==> config.mk <==
export PLATFORM = sky130hd
export DESIGN_NAME = intr_ctrl
export DESIGN_NICKNAME = d
export VERILOG_FILES = /design/src/rtl/intr_ctrl.sv
export SDC_FILE = /design/constraint.sdc
export NUM_CORES = 1
export LEC_CHECK = 0
export CORE_ASPECT_RATIO = 0.9
export CORE_MARGIN = 5
export CORE_UTILIZATION = 40
export CTS_CLUSTER_SIZE = 40
export DETAILED_ROUTE_END_ITERATION = 8
export PLACE_DENSITY = 0.73
export RECOVER_POWER = 50
export SYNTH_ARGS = -nofsm -noshare
export SYNTH_HDL_FRONTEND = slang
export SYNTH_SLANG_ARGS = --single-unit
export TNS_END_PERCENT = 1
==> constraint.sdc <==
create_clock -name Clk -period 1.5 [get_ports Clk]
set_input_delay 0.3 -clock Clk [delete_from_list [all_inputs] [get_ports Clk]]
set_output_delay 0.3 -clock Clk [all_outputs]
set_load 0.01 [all_outputs]
==> src/rtl/intr_ctrl.sv <==
// Prioritised interrupt controller for the CPU's Intr/Inta handshake.
// External request lines are synchronised and latched as pending bits, then
// filtered by a software enable mask and the global enable. The lowest-index
// eligible source wins, is held on Intr until acknowledged, and blocks
// further requests until eret.
//
// Ports:
//   Clk, Clrn   clock and asynchronous active-low reset
//   Irq         raw request lines (asynchronous to Clk)
//   Ie          global interrupt enable (Status[9])
//   En_we       enable mask write strobe
//   En_wdata    new enable mask value
//   Inta        acknowledge pulse from the control unit
//   Eret        eret executed pulse
//   Intr        interrupt request to the control unit
//   Irq_id      index of the source being requested or serviced
//   Cause       cause value: [15:8] pending snapshot at grant, rest zero
//   Pending     current pending bits
//   In_service  handler running (Inta accepted, Eret not yet seen)
module intr_ctrl #(
  parameter int unsigned N_SRC     = 8,
  parameter bit          EDGE_MODE = 1'b1,
  parameter logic [7:0]  EN_RST    = 8'h00
) (
  input  logic             Clk,
  input  logic             Clrn,
  input  logic [N_SRC-1:0] Irq,
  input  logic             Ie,
  input  logic             En_we,
  input  logic [N_SRC-1:0] En_wdata,
  input  logic             Inta,
  input  logic             Eret,
  output logic             Intr,
  output logic [2:0]       Irq_id,
  output logic [31:0]      Cause,
  output logic [N_SRC-1:0] Pending,
  output logic             In_service
);

  localparam int unsigned ID_W    = 3;
  localparam int unsigned SNAP_W  = 8;
  localparam int unsigned CAUSE_W = 32;

  typedef enum logic [1:0] {
    IDLE    = 2'd0,
    REQ     = 2'd1,
    SERVICE = 2'd2
  } state_t;

  state_t            state;
  logic [N_SRC-1:0]  s1;
  logic [N_SRC-1:0]  s2;
  logic [N_SRC-1:0]  en_mask;
  logic [N_SRC-1:0]  eligible;
  logic [ID_W-1:0]   winner;
  logic              ack;

  // Two-flop synchroniser for the asynchronous request lines
  always_ff @(posedge Clk or negedge Clrn) begin
    if (!Clrn) begin
      s1 <= '0;
      s2 <= '0;
    end else begin
      s1 <= Irq;
      s2 <= s1;
    end
  end

  // Software enable mask; masking never touches the pending bits
  always_ff @(posedge Clk or negedge Clrn) begin
    if (!Clrn) begin
      en_mask <= EN_RST[N_SRC-1:0];
    end else if (En_we) begin
      en_mask <= En_wdata;
    end
  end

  assign eligible = Pending & en_mask;
  assign ack      = (state == REQ) && Inta;

  // Fixed priority: lowest set index wins
  always_comb begin
    winner = '0;
    for (int i = int'(N_SRC) - 1; i >= 0; i--) begin
      if (eligible[i]) winner = ID_W'(i);
    end
  end

  generate
    if (EDGE_MODE) begin : g_edge
      logic [N_SRC-1:0] s3;
      logic [N_SRC-1:0] rise;
      logic [N_SRC-1:0] clr;

      assign rise = s2 & ~s3;
      assign clr  = ack ? (N_SRC'(1) << Irq_id) : '0;

      // Sticky pending; a fresh edge outranks a same-cycle acknowledge clear
      always_ff @(posedge Clk or negedge Clrn) begin
        if (!Clrn) begin
          s3      <= '0;
          Pending <= '0;
        end else begin
          s3      <= s2;
          Pending <= (Pending & ~clr) | rise;
        end
      end
    end else begin : g_level
      // Level mode: pending simply tracks the synchronised input
      always_ff @(posedge Clk or negedge Clrn) begin
        if (!Clrn) begin
          Pending <= '0;
        end else begin
          Pending <= s2;
        end
      end
    end
  endgenerate

  // Handshake FSM; Irq_id and Cause are latched only on grant
  always_ff @(posedge Clk or negedge Clrn) begin
    if (!Clrn) begin
      state      <= IDLE;
      Intr       <= 1'b0;
      Irq_id     <= '0;
      Cause      <= '0;
      In_service <= 1'b0;
    end else begin
      unique case (state)
        IDLE: begin
          if (Ie && (|eligible)) begin
            state  <= REQ;
            Intr   <= 1'b1;
            Irq_id <= winner;
            Cause  <= CAUSE_W'({SNAP_W'(Pending), 8'h00});
          end
        end
        REQ: begin
          if (Inta) begin
            state      <= SERVICE;
            Intr       <= 1'b0;
            In_service <= 1'b1;
          end else if (!Ie || !eligible[Irq_id]) begin
            // Request withdrawn before acknowledge
            state <= IDLE;
            Intr  <= 1'b0;
          end
        end
        SERVICE: begin
          if (Eret) begin
            state      <= IDLE;
            In_service <= 1'b0;
          end
        end
        default: begin
          state      <= IDLE;
          Intr       <= 1'b0;
          In_service <= 1'b0;
        end
      endcase
    end
  end

endmodule

Word-level counts from Yosys, hierarchy flattened
Index checks and enable logic that the tools add are counted.
{"block": "classes", "shifts": 1, "add_sub_neg": 0, "n_bitwise": 8, "eq_ne": 6, "magnitude_cmp": 1, "muxes": 23, "n_div": 0, "reduce_logical": 11, "n_mul": 0}
{"cell": "bitwise AND 8 bit", "count": 3}
{"cell": "two-way mux 3 bit", "count": 8}
{"cell": "NOT 8 bit", "count": 2}
{"cell": "AND reduction 3 bit", "count": 3}
{"cell": "two-way mux 2 bit", "count": 4}
{"cell": "two-way mux 8 bit", "count": 1}
{"cell": "OR 8 bit", "count": 1}
{"cell": "OR reduction 8 bit", "count": 1}
{"cell": "left shift 1 x 3 -> 8 bit (first input constant)", "count": 1}
{"cell": "two-way mux 1 bit", "count": 6}
{"cell": "inequality test 2 bit (second input constant)", "count": 3}
{"cell": "one-hot mux 1 bit (3 select lines)", "count": 2}
{"cell": "one-hot mux 2 bit (3 select lines)", "count": 1}
{"cell": "< comparator 3 x 4 -> 1 bit (second input constant)", "count": 1}
{"cell": "binary-select mux 1 bit (select 3 bit)", "count": 1}
{"cell": "inequality test 3 x 2 -> 1 bit (second input constant)", "count": 1}
{"cell": "== test 2 x 1 -> 1 bit (second input constant)", "count": 1}
{"cell": "== test 2 bit (second input constant)", "count": 1}
{"cell": "logical AND 1 bit", "count": 2}
{"cell": "logical NOT 1 bit", "count": 2}
{"cell": "logical NOT 2 bit", "count": 1}
{"cell": "NOT 1 bit", "count": 2}
{"cell": "AND reduction 2 bit", "count": 1}
{"cell": "logical OR 1 bit", "count": 1}
{"block": "totals", "n_memories": 0, "latchBits": 0, "reg_bits": 55, "word_cells": 60, "romBits": 0, "inputBits": 22, "mem_bits_rw": 0}

Logic depth before layout (Yosys ltp)
Gate-level depths: netlist of run 1.
{"block": "logic_depth", "ltp_word": 9, "mapped_depth": 4, "ltp_nobuf": 4}

Worst setup path after synthesis of run 1
No wires, ideal clock.
{"block": "synth_timing", "kind": "flip-flop to flip-flop", "startpoint": "register Pending[7]", "endpoint": "register Cause[10]", "setup_time_ps": 125, "period_less_slack_ps": 1538, "path_stages_with_launch": 5, "setup_slack_ps": -38, "arrival_ps": 1413, "path_cell_list": "dfrtp_1 > a22oi_1 > nand4_1 > nand2_2 > mux2_2"}
{"block": "synth_via", "elab_chain_cells": 4}
{"item": "from (decl)", "line": "36", "text": "output logic [N_SRC-1:0] Pending,"}
{"item": "from (signal assigned)", "line": "105", "text": "Pending <= (Pending & ~clr) | rise;"}
{"item": "bitwise AND 8 bit", "line": "78", "text": "assign eligible = Pending & en_mask;"}
{"item": "OR reduction 8 bit", "line": "131", "text": "if (Ie && (|eligible)) begin"}
{"item": "logical AND 1 bit", "line": "131"}
{"item": "AND reduction 2 bit (no line)"}
{"item": "to (signal assigned)", "line": "135", "text": "Cause <= CAUSE_W'({SNAP_W'(Pending), 8'h00});"}
{"item": "to (decl)", "line": "35", "text": "output logic [31:0] Cause,"}
Every way passes these cells.
A chain may end at the register's enable or synchronous reset.

Final worst setup path of run 1
{"block": "layout_timing", "startpoint": "register Pending[0]", "endpoint": "register Cause[14]"}
The elaborated chain is that of the path after synthesis.

==> results of run 1 <==
[power by group]
part | leakage [nW] | switching (mW) | internal [mW] | total, mW
registers | 0.601 | 0.210 | 1.73 | 1.94
logic | 0.611 | 0.617 | 0.725 | 1.34
clock network | 0.0618 | 0.480 | 0.549 | 1.03
total | 1.27 | 1.31 | 3.00 | 4.31
[worst reg2reg max path, stage by stage (launching register included)]
cell and delay, ns:
dfrtp_1 0.40, buf_6 0.13, a22oi_2 0.17, nand4_1 0.20, nand2_4 0.21, mux2_2 0.36
[logic make-up after synthesis]
kind of cell,Yosys count,share of synthesized area [%]
buffers and inverters,35,10.43
other,1,0.1708
flip-flops,55,62.68
AO/OA/AOI/OAI,35,9.744
multiplexers,18,10.26
AND/OR/NAND/NOR,29,6.723
[cell usage after synthesis]
cell      count
a21bo_2       1
a21o_1        1
a21oi_1       7
a222oi_1      1
a22oi_1       4
a32o_1        1
and3b_1       1
buf_4        24
buf_6         1
clkbuf_1      2
conb_1        1
dfrtp_1      55
inv_1         8
mux2_2       16
mux4_2        2
nand2_1      18
nand2_2       1
nand2b_1      2
nand3_1       1
nand4_1       1
nor2_1        1
nor3b_2       1
nor4bb_1      1
o21ai_0      16
o22a_1        1
o31ai_1       3
or2b_1        2
[timing repair]
item	in CTS	in global routing
endpoints found under the hold margin	55	0
pin swaps	4	2
gates resized for setup	25	6
setup endpoints to repair	27	15
buffers inserted	3	0
hold buffers	1	0
[layout make-up]
| type | count | area (sq um) |
|---|---|---|
| Timing Repair Buffer | 66 | 605.6 |
| Sequential cell | 55 | 1378 |
| Clock inverter | 2 | 38.79 |
| Multi-Input combinational cell | 106 | 720.7 |
| Clock buffer | 6 | 82.58 |
| Tap cell | 67 | 83.83 |
| Fill cell | 471 | 2347 |
| Inverter | 8 | 30.03 |
[path summary, 6_finish.rpt]
check	to	from	cells past startpoint
setup / recovery	Cause[14]	Pending[0]	5
hold / removal	s2[4]	s1[4]	0
setup reg to reg	Cause[14]	Pending[0]	5
hold reg to reg	s2[4]	s1[4]	0
max in group asynchronous	Irq_id[0]	Clrn	3
min in group asynchronous	en_mask[5]	Clrn	3
[layer usage]
| metal | global-route usage (%) | part of all wire, % | up-vias |
|---|---|---|---|
| li1 | - | - | 682 |
| met1 | 15.51 | 42 | 721 |
| met2 | 20.03 | 47 | 59 |
| met3 | 3.692 | 9.6 | 6 |
| met4 | 3.927 | 1.3 | 0 |
| met5 | 0 | 0 | - |
[stage by stage]
stage	hold slack (ns)	std cells	util [%]
floorplan	0.004409	196	-
global placement	0.3195	298	52.54
detailed placement	0.3219	298	52.54
CTS	0.3570	310	55.46
global route	0.3638	310	55.60
finish	0.3548	310	55.60
[state kept, by name, indices dropped and copies added, names as in the netlist]
register / cells
In_service: 1
Irq_id: 3
en_mask: 8
Intr: 1
s1: 8
Pending: 8
s2: 8
state: 2
Cause: 8
g_edge.s3: 8
==> flow_summary.json, run 1 <==
{
  "outcome": "finished with violations",
  "violations": "negative setup slack",
  "cts.sinks": 55,
  "num_rows": 25,
  "p_leak_nw": 1.274,
  "grt_setup_unrepaired": "yes",
  "avgSynthCellArea_sq_um": 12.69,
  "seq_area_frac_synth_pct": 62.68,
  "synth_cells": 173,
  "cts_tree": "done",
  "fin_crit_sh_pct": 104.7,
  "final_common_cell": "dfrtp_1",
  "firstDrtPassIters": 5,
  "gp_congestion": 0.8973,
  "wl_per_cell_um": 13.69,
  "synth-seq-cells": 55,
  "synthTopCellsByArea": "dfrtp_1 63%, buf_4 8.2%, mux2_2 8.2%",
  "place.detailed.hpwl_mm": 3.095,
  "skew_ns": 0.007082,
  "clk_latency_ns": 0.30,
  "max_slew_margin_pct": 51.99,
  "synth.distinct_cells": 27,
  "htreeDepth": 2,
  "synth_top_area_share_pct": 62.68,
  "fin_tns_setup_ns": -0.4625,
  "design_area_sq_um": 2939,
  "grt_pass1_wl_mm": 6.679,
  "track_usage_pct": 12.25,
  "cp.required_ns": 1.69,
  "dpl_cell_area_sq_um": 2778,
  "die_y_um": 80.29,
  "drc_errors": 0,
  "max_stage_delay_ns": 0.40,
  "cp_top_family": "simple AND/OR/NAND/NOR gates",
  "synthesis.area_sq_um": 2196,
  "drt_iter0_drc": 51,
  "nets": 264,
  "cpMaxStageDelayCell": "dfrtp_1",
  "crit_buf_inv": 1,
  "clk_pin_slew_ns": 0.10,
  "root_buffer": "clkbuf_8",
  "ioPinCount": 67,
  "grt_pass1_vias": 1383,
  "finalCriticalPeriod_ns": 1.570,
  "grt_max_degree": 56,
  "final_cell_mix": "54 x dfrtp_1, 24 x conb_1, 18 x buf_4, 17 x dlygate4sd2_1",
  "viasPerCell": 4.735,
  "clockBufferDepth": 2,
  "diodes": 0,
  "setup_ws_ns": -0.07032,
  "antenna_found_initial": 0,
  "core_area_sq_um": 5286,
  "cp_max_fo": 10,
  "num_vias": 1468,
  "rrSetupSlack_ns": -0.07,
  "initial_utilization_pct": 41.54,
  "finalSetupViolations": 9,
  "start_kind": "register",
  "area_delta_synth_final_pct": 33.85,
  "dieArea_sq_um": 7074,
  "final_hold_viol_count": 0,
  "crit_type": "register to register",
  "cap_violations": 0,
  "cp_cell_sequence": "buf_6, a22oi_2, nand4_1, nand2_4, mux2_2",
  "ys_warn_count": 0,
  "grt_overflow_total": 0,
  "drv_slew": 0,
  "min_path_type": "register to register",
  "worstMarginPinSlew_ns": 0.7201,
  "wl_mm": 4.244,
  "peakVddDrop_mv": 0.6348,
  "clock.fmax_mhz": 636.8,
  "yosys.area.top_type": "dfrtp_1",
  "io_buffer_count": 42,
  "arrival_ns": 1.76,
  "dpl_worst_slack_ns": -0.2860,
  "power.density_nw_per_um2": 1467,
  "postRouteAntennaNets": 0,
  "power.total_mw": 4.312,
  "numCtsBuffers": 5,
  "layout-drive-gt1-share_pct": 25.51,
  "die_w_um": 88.10,
  "end_kind": "register"
}
(Power assumes the default switching activity.)
==> inputs of run 2 (changes only) <==
--- a/config.mk
+++ b/config.mk
@@ -6,7 +6,7 @@
 export NUM_CORES = 1
 export LEC_CHECK = 0
 export CORE_ASPECT_RATIO = 0.9
-export CORE_MARGIN = 5
+export CORE_MARGIN = 3
 export CORE_UTILIZATION = 40
 export CTS_CLUSTER_SIZE = 40
 export DETAILED_ROUTE_END_ITERATION = 8
==> run 2 against run 1 <==
  * The run still ends with negative setup slack left
  * Sequential share of layout area increased by 0.43 points
  * Global-route usage increased by 1.5 points
  * Clock skew shrank 0.0028 ns
  * Flip-flop and latch count stayed put
  * Cell count fell by 0.65%
  * First-iteration DRC count grew 33%
  * Critical path depth unchanged
  * Sequential power about the same
  * Core utilization is 1.9 points higher
==> flow_summary.json, run 2 (same netlist as run 1, synthesis figures left out) <==
{
  "setup_ws_ns": -0.05662,
  "io_buffer_count": 42,
  "cts.sinks": 55,
  "place.detailed.hpwl_mm": 3.010,
  "outcome": "finished with violations",
  "firstDrtPassIters": 4,
  "ioPinCount": 67,
  "violations": "negative setup slack",
  "power.total_mw": 4.166,
  "end_kind": "register",
  "arrival_ns": 1.74,
  "cts_tree": "done",
  "p_int_mw": 2.924,
  "area_delta_synth_final_pct": 32.88,
  "htreeDepth": 2,
  "wl_mm": 4.024,
  "skew_ns": 0.004316,
  "drt_iter0_drc": 68,
  "p_switching_mw": 1.242,
  "clk_latency_ns": 0.30,
  "die_w_um": 84.10,
  "layout-drive-gt1-share_pct": 25.10,
  "timing.rr.end": "Cause[13]",
  "final_cell_mix": "52 x dfrtp_1, 24 x conb_1, 20 x buf_4, 17 x nand2_1",
  "rrSetupSlack_ns": -0.06,
  "clock.fmax_mhz": 642.4,
  "crit_end": "Cause[13]",
  "final_hold_viol_count": 0,
  "p_seq_share_pct": 46.8,
  "ff2ff_path_depth": 5,
  "max_slew_margin_pct": 53.42,
  "grt_setup_unrepaired": "yes",
  "clk_pin_slew_ns": 0.09,
  "wl_per_cell_um": 13.06,
  "dieArea_sq_um": 6416,
  "num_vias": 1428,
  "initial_utilization_pct": 43.27,
  "p_sw_share_pct": 29.81,
  "start_kind": "register",
  "cp_cell_sequence": "buf_6, a22oi_2, nand4_1, nand2_4, mux2_2",
  "fin_tns_setup_ns": -0.3889,
  "max_stage_delay_ns": 0.40,
  "grt_max_degree": 56,
  "utilization_pct": 57.50,
  "viasPerCell": 4.636,
  "grt_overflow_total": 0,
  "power.density_nw_per_um2": 1428,
  "p_clk_share_pct": 22.4,
  "final_common_cell": "dfrtp_1",
  "core_area_sq_um": 5075,
  "num_rows": 24,
  "min_path_type": "register to register",
  "cpMaxStageDelayCell": "dfrtp_1",
  "cap_violations": 0,
  "diodes": 0,
  "worstMarginPinSlew_ns": 0.6988,
  "crit_type": "register to register",
  "grt_pass1_wl_mm": 7.044,
  "track_usage_pct": 13.74,
  "cp_max_fo": 10,
  "gp_congestion": 0.8405,
  "antenna_found_initial": 0,
  "reg2reg_from": "Pending[2]",
  "die_y_um": 76.29,
  "cp.required_ns": 1.69,
  "design_area_sq_um": 2918,
  "worstSetupStartpoint": "Pending[2]",
  "numCtsBuffers": 5,
  "nets": 265,
  "root_buffer": "clkbuf_8",
  "p_leak_nw": 1.261,
  "fin_crit_sh_pct": 103.8,
  "peakVddDrop_mv": 0.7307,
  "clockBufferDepth": 2,
  "grt_pass1_vias": 1509,
  "drv_slew": 0,
  "drc_errors": 0,
  "dpl_cell_area_sq_um": 2798,
  "combPwrFrac_pct": 30.8,
  "dpl_worst_slack_ns": -0.3068,
  "finalCriticalPeriod_ns": 1.557,
  "postRouteAntennaNets": 0,
  "finalSetupViolations": 8
}
[run 2: power groups by stage]
stage	clock network, mW	registers, mW	logic (mW)
after floorplan	0	2.02	0.622
after global placement	0	1.97	1.35
after detailed placement	0	1.98	1.37
after CTS	0.961	1.95	1.32
after global routing	1.02	1.99	1.40
final	0.932	1.95	1.28
[run 2: final cells by class]
type | count | area (sq um)
Timing Repair Buffer | 67 | 615.6
Clock buffer | 5 | 68.82
Fill cell | 434 | 2157
Multi-Input combinational cell | 106 | 704.4
Tap cell | 65 | 81.33
Inverter | 8 | 30.03
Sequential cell | 55 | 1380
Clock inverter | 2 | 37.54
[run 2: how the worst min path moves through the flow]
| stage | endpoint | depth (start not counted) | from | slack, ns |
|---|---|---|---|---|
| floorplan | Cause[10] | 0 | Clrn | 0.004 |
| global placement | Cause[12] | 2 | Clrn | 0.32 |
| detailed placement | Cause[12] | 2 | Clrn | 0.31 |
| CTS | s2[0] | 0 | s1[0] | 0.36 |
| global route | s2[0] | 0 | s1[0] | 0.36 |
| finish | s2[0] | 0 | s1[0] | 0.35 |
[run 2: critical path, delay by kind of cell, from the launching register on]
family	cells	cell delay [ns]
AO/OA/AOI/OAI	1	0.16
buffers and inverters	1	0.13
flip-flops	1	0.40
multiplexers	1	0.35
AND/OR/NAND/NOR	2	0.41
[run 2: metal layers]
layer / routed length [um] / GRT usage, %
met1: 1742 / 16.49
met2: 1980 / 23.19
met4: 43 / 4.984
met5: 0 / 0
met3: 256 / 4.216
[run 2: stage by stage]
step / instances / hold WS (ns)
global placement: 299 / 0.3162
CTS: 308 / 0.3565
global route: 308 / 0.3612
detailed placement: 299 / 0.3140
finish: 308 / 0.3544
floorplan: 196 / 0.004409
[run 2: what timing repair did]
| item | CTS | global route |
|---|---|---|
| hold buffers | 1 | 0 |
| setup endpoints to repair | 25 | 17 |
| gates resized for setup | 21 | 6 |
| endpoints found under the hold margin | 55 | 0 |
| pin swaps | 3 | 0 |
| setup buffers | 1 | 0 |
==> inputs of run 3 (changes only) <==
--- a/config.mk
+++ b/config.mk
@@ -6,10 +6,11 @@
 export NUM_CORES = 1
 export LEC_CHECK = 0
 export CORE_ASPECT_RATIO = 0.9
-export CORE_MARGIN = 3
+export CORE_MARGIN = 2
 export CORE_UTILIZATION = 40
 export CTS_CLUSTER_SIZE = 40
 export DETAILED_ROUTE_END_ITERATION = 8
+export GPL_TIMING_DRIVEN = 0
 export PLACE_DENSITY = 0.73
 export RECOVER_POWER = 50
 export SYNTH_ARGS = -nofsm -noshare
==> run 3 against run 2 <==
  * The run still ends with negative setup slack left
  * Clock power up 5.7%
  * Worst setup slack worse by 0.094 ns
  * Flip-flop and latch count unchanged
  * Via count up 5.7%
  * Core utilization up 1.3 points
  * Clock-buffer cell count up 1
  * Critical path type unchanged
==> flow_summary.json, run 3 (same netlist as run 1, synthesis figures left out) <==
{
  "power.total_mw": 4.313,
  "fin_tns_setup_ns": -1.220,
  "cp_max_fo": 5,
  "grt_pass1_vias": 1440,
  "viasPerCell": 4.532,
  "nets": 287,
  "setup_ws_ns": -0.1509,
  "p_int_mw": 3.025,
  "die_y_um": 74.29,
  "dieArea_sq_um": 6099,
  "worstMarginPinSlew_ns": 0.5428,
  "cpMaxStageDelayCell": "dfrtp_2",
  "final_hold_viol_count": 0,
  "cts_tree": "done",
  "final_cell_mix": "49 x dfrtp_1, 43 x buf_4, 24 x conb_1, 18 x nand2_1, 17 x dlygate4sd2_1",
  "whs_path_depth": 0,
  "drc_errors": 0,
  "area_delta_synth_final_pct": 41.60,
  "end_kind": "register",
  "crit_end": "Cause[11]",
  "timing.rr.end": "Cause[11]",
  "grt_max_degree": 34,
  "min_path_type": "register to register",
  "cp_cell_sequence": "a22oi_2, nand4_1, nand2_2, mux2_4",
  "cap_violations": 0,
  "num_vias": 1509,
  "dpl_worst_slack_ns": -0.4521,
  "p_switching_mw": 1.288,
  "p_sw_share_pct": 29.87,
  "firstDrtPassIters": 4,
  "num_rows": 25,
  "cts.sinks": 55,
  "place.detailed.hpwl_mm": 2.876,
  "max_slew_margin_pct": 63.81,
  "final_common_cell": "dfrtp_1",
  "p_leak_nw": 1.431,
  "utilization_pct": 58.82,
  "skew_ns": 0.007503,
  "ioPinCount": 67,
  "rrSetupSlack_ns": -0.15,
  "reg2reg_from": "Pending[5]",
  "crit_type": "register to register",
  "wl_mm": 4.292,
  "finalCriticalPeriod_ns": 1.651,
  "postRouteAntennaNets": 0,
  "clock.fmax_mhz": 605.7,
  "diodes": 0,
  "arrival_ns": 1.84,
  "layout-drive-gt1-share_pct": 33.46,
  "cp.required_ns": 1.69,
  "track_usage_pct": 14.97,
  "core_area_sq_um": 5286,
  "dpl.cell_count": 305,
  "outcome": "finished with violations",
  "stdcell_count": 333,
  "grt_overflow_total": 0,
  "finalSetupViolations": 11,
  "grt_pass1_wl_mm": 6.741,
  "antenna_found_initial": 0,
  "clk_pin_slew_ns": 0.09,
  "max_stage_delay_ns": 0.45,
  "violations": "negative setup slack",
  "htreeDepth": 2,
  "p_clk_share_pct": 22.9,
  "combPwrFrac_pct": 31.7,
  "start_kind": "register",
  "io_buffer_count": 41,
  "root_buffer": "clkbuf_8",
  "clockBufferDepth": 2,
  "peakVddDrop_mv": 0.5484,
  "drt_iter0_drc": 62,
  "die_w_um": 82.10,
  "ff2ff_path_depth": 4,
  "grt_setup_unrepaired": "yes",
  "numCtsBuffers": 5,
  "power.density_nw_per_um2": 1387,
  "initial_utilization_pct": 41.54,
  "fin_crit_sh_pct": 110.1,
  "gp_congestion": 0.8983,
  "wl_per_cell_um": 12.89,
  "clk_latency_ns": 0.30,
  "p_seq_share_pct": 45.4,
  "drv_slew": 0,
  "worstSetupStartpoint": "Pending[5]"
}
run 3: changes by cell type in the layout (fill, tap and decap cells not counted), moves of 2 or more:
cell,previous run,this run
dfrtp_2,3,6
mux2_2,16,8
buf_4,20,43
clkbuf_2,0,3
mux2_4,0,8
clkdlybuf4s50_1,13,11
dfrtp_1,52,49
run 3: what timing repair did:
action	CTS	global route
hold buffers	1	0
pin swaps	6	6
setup buffers	8	10
hold endpoints to repair	22	0
resized for setup	31	11
gates cloned	1	0
setup endpoints to repair	28	14
run 3: worst min-delay path by stage:
stage	from	endpoint	slack (ns)
2_1_floorplan	Clrn	Cause[10]	0.004
3_3_place_gp	s1[6]	s2[6]	0.33
3_5_place_dp	Clrn	Cause[12]	0.30
4_1_cts	s1[7]	s2[7]	0.36
5_1_grt	s1[7]	s2[7]	0.36
6_report	s1[7]	s2[7]	0.35
run 3: power groups by stage:
stage          clock network, mW  registers, mW  logic, mW
2_1_floorplan                  0           2.02      0.622
3_3_place_gp                   0           1.97       1.23
3_5_place_dp                   0           1.98       1.26
4_1_cts                     1.02           1.96       1.28
5_1_grt                     1.09           2.00       1.49
6_report                   0.985           1.96       1.37
run 3: area by class of cell:
cell class                 count  area (sq um)
fill                         455          2177
sequential                    55          1384
multi-input combinational    107         754.5
timing repair buffer          61         539.3
buffer                        27         200.2
tap                           67         83.83
clock buffer                   6         82.58
clock inverter                 2         35.03
inverter                       8         30.03
run 3: stage by stage:
stage	hold WS, ns	instance area [sq um]
floorplan	0.004409	2302
global placement	0.3331	2796
detailed placement	0.2980	2811
CTS	0.3554	3020
global route	0.3612	3109
finish	0.3534	3109
run 3: layer usage:
layer / track usage (%) / share of wire (%)
met1: 18.71 / 43
met2: 24.66 / 50
met5: 0 / 0
met3: 4.490 / 6.2
met4: 5.741 / 0.49
run 3: worst max-delay path: cells and delay by family (launching register included):
kind,cells,cell delay (ns)
flip-flops,1,0.45
multiplexers,1,0.32
AO/OA/AOI/OAI,1,0.24
AND/OR/NAND/NOR,2,0.53
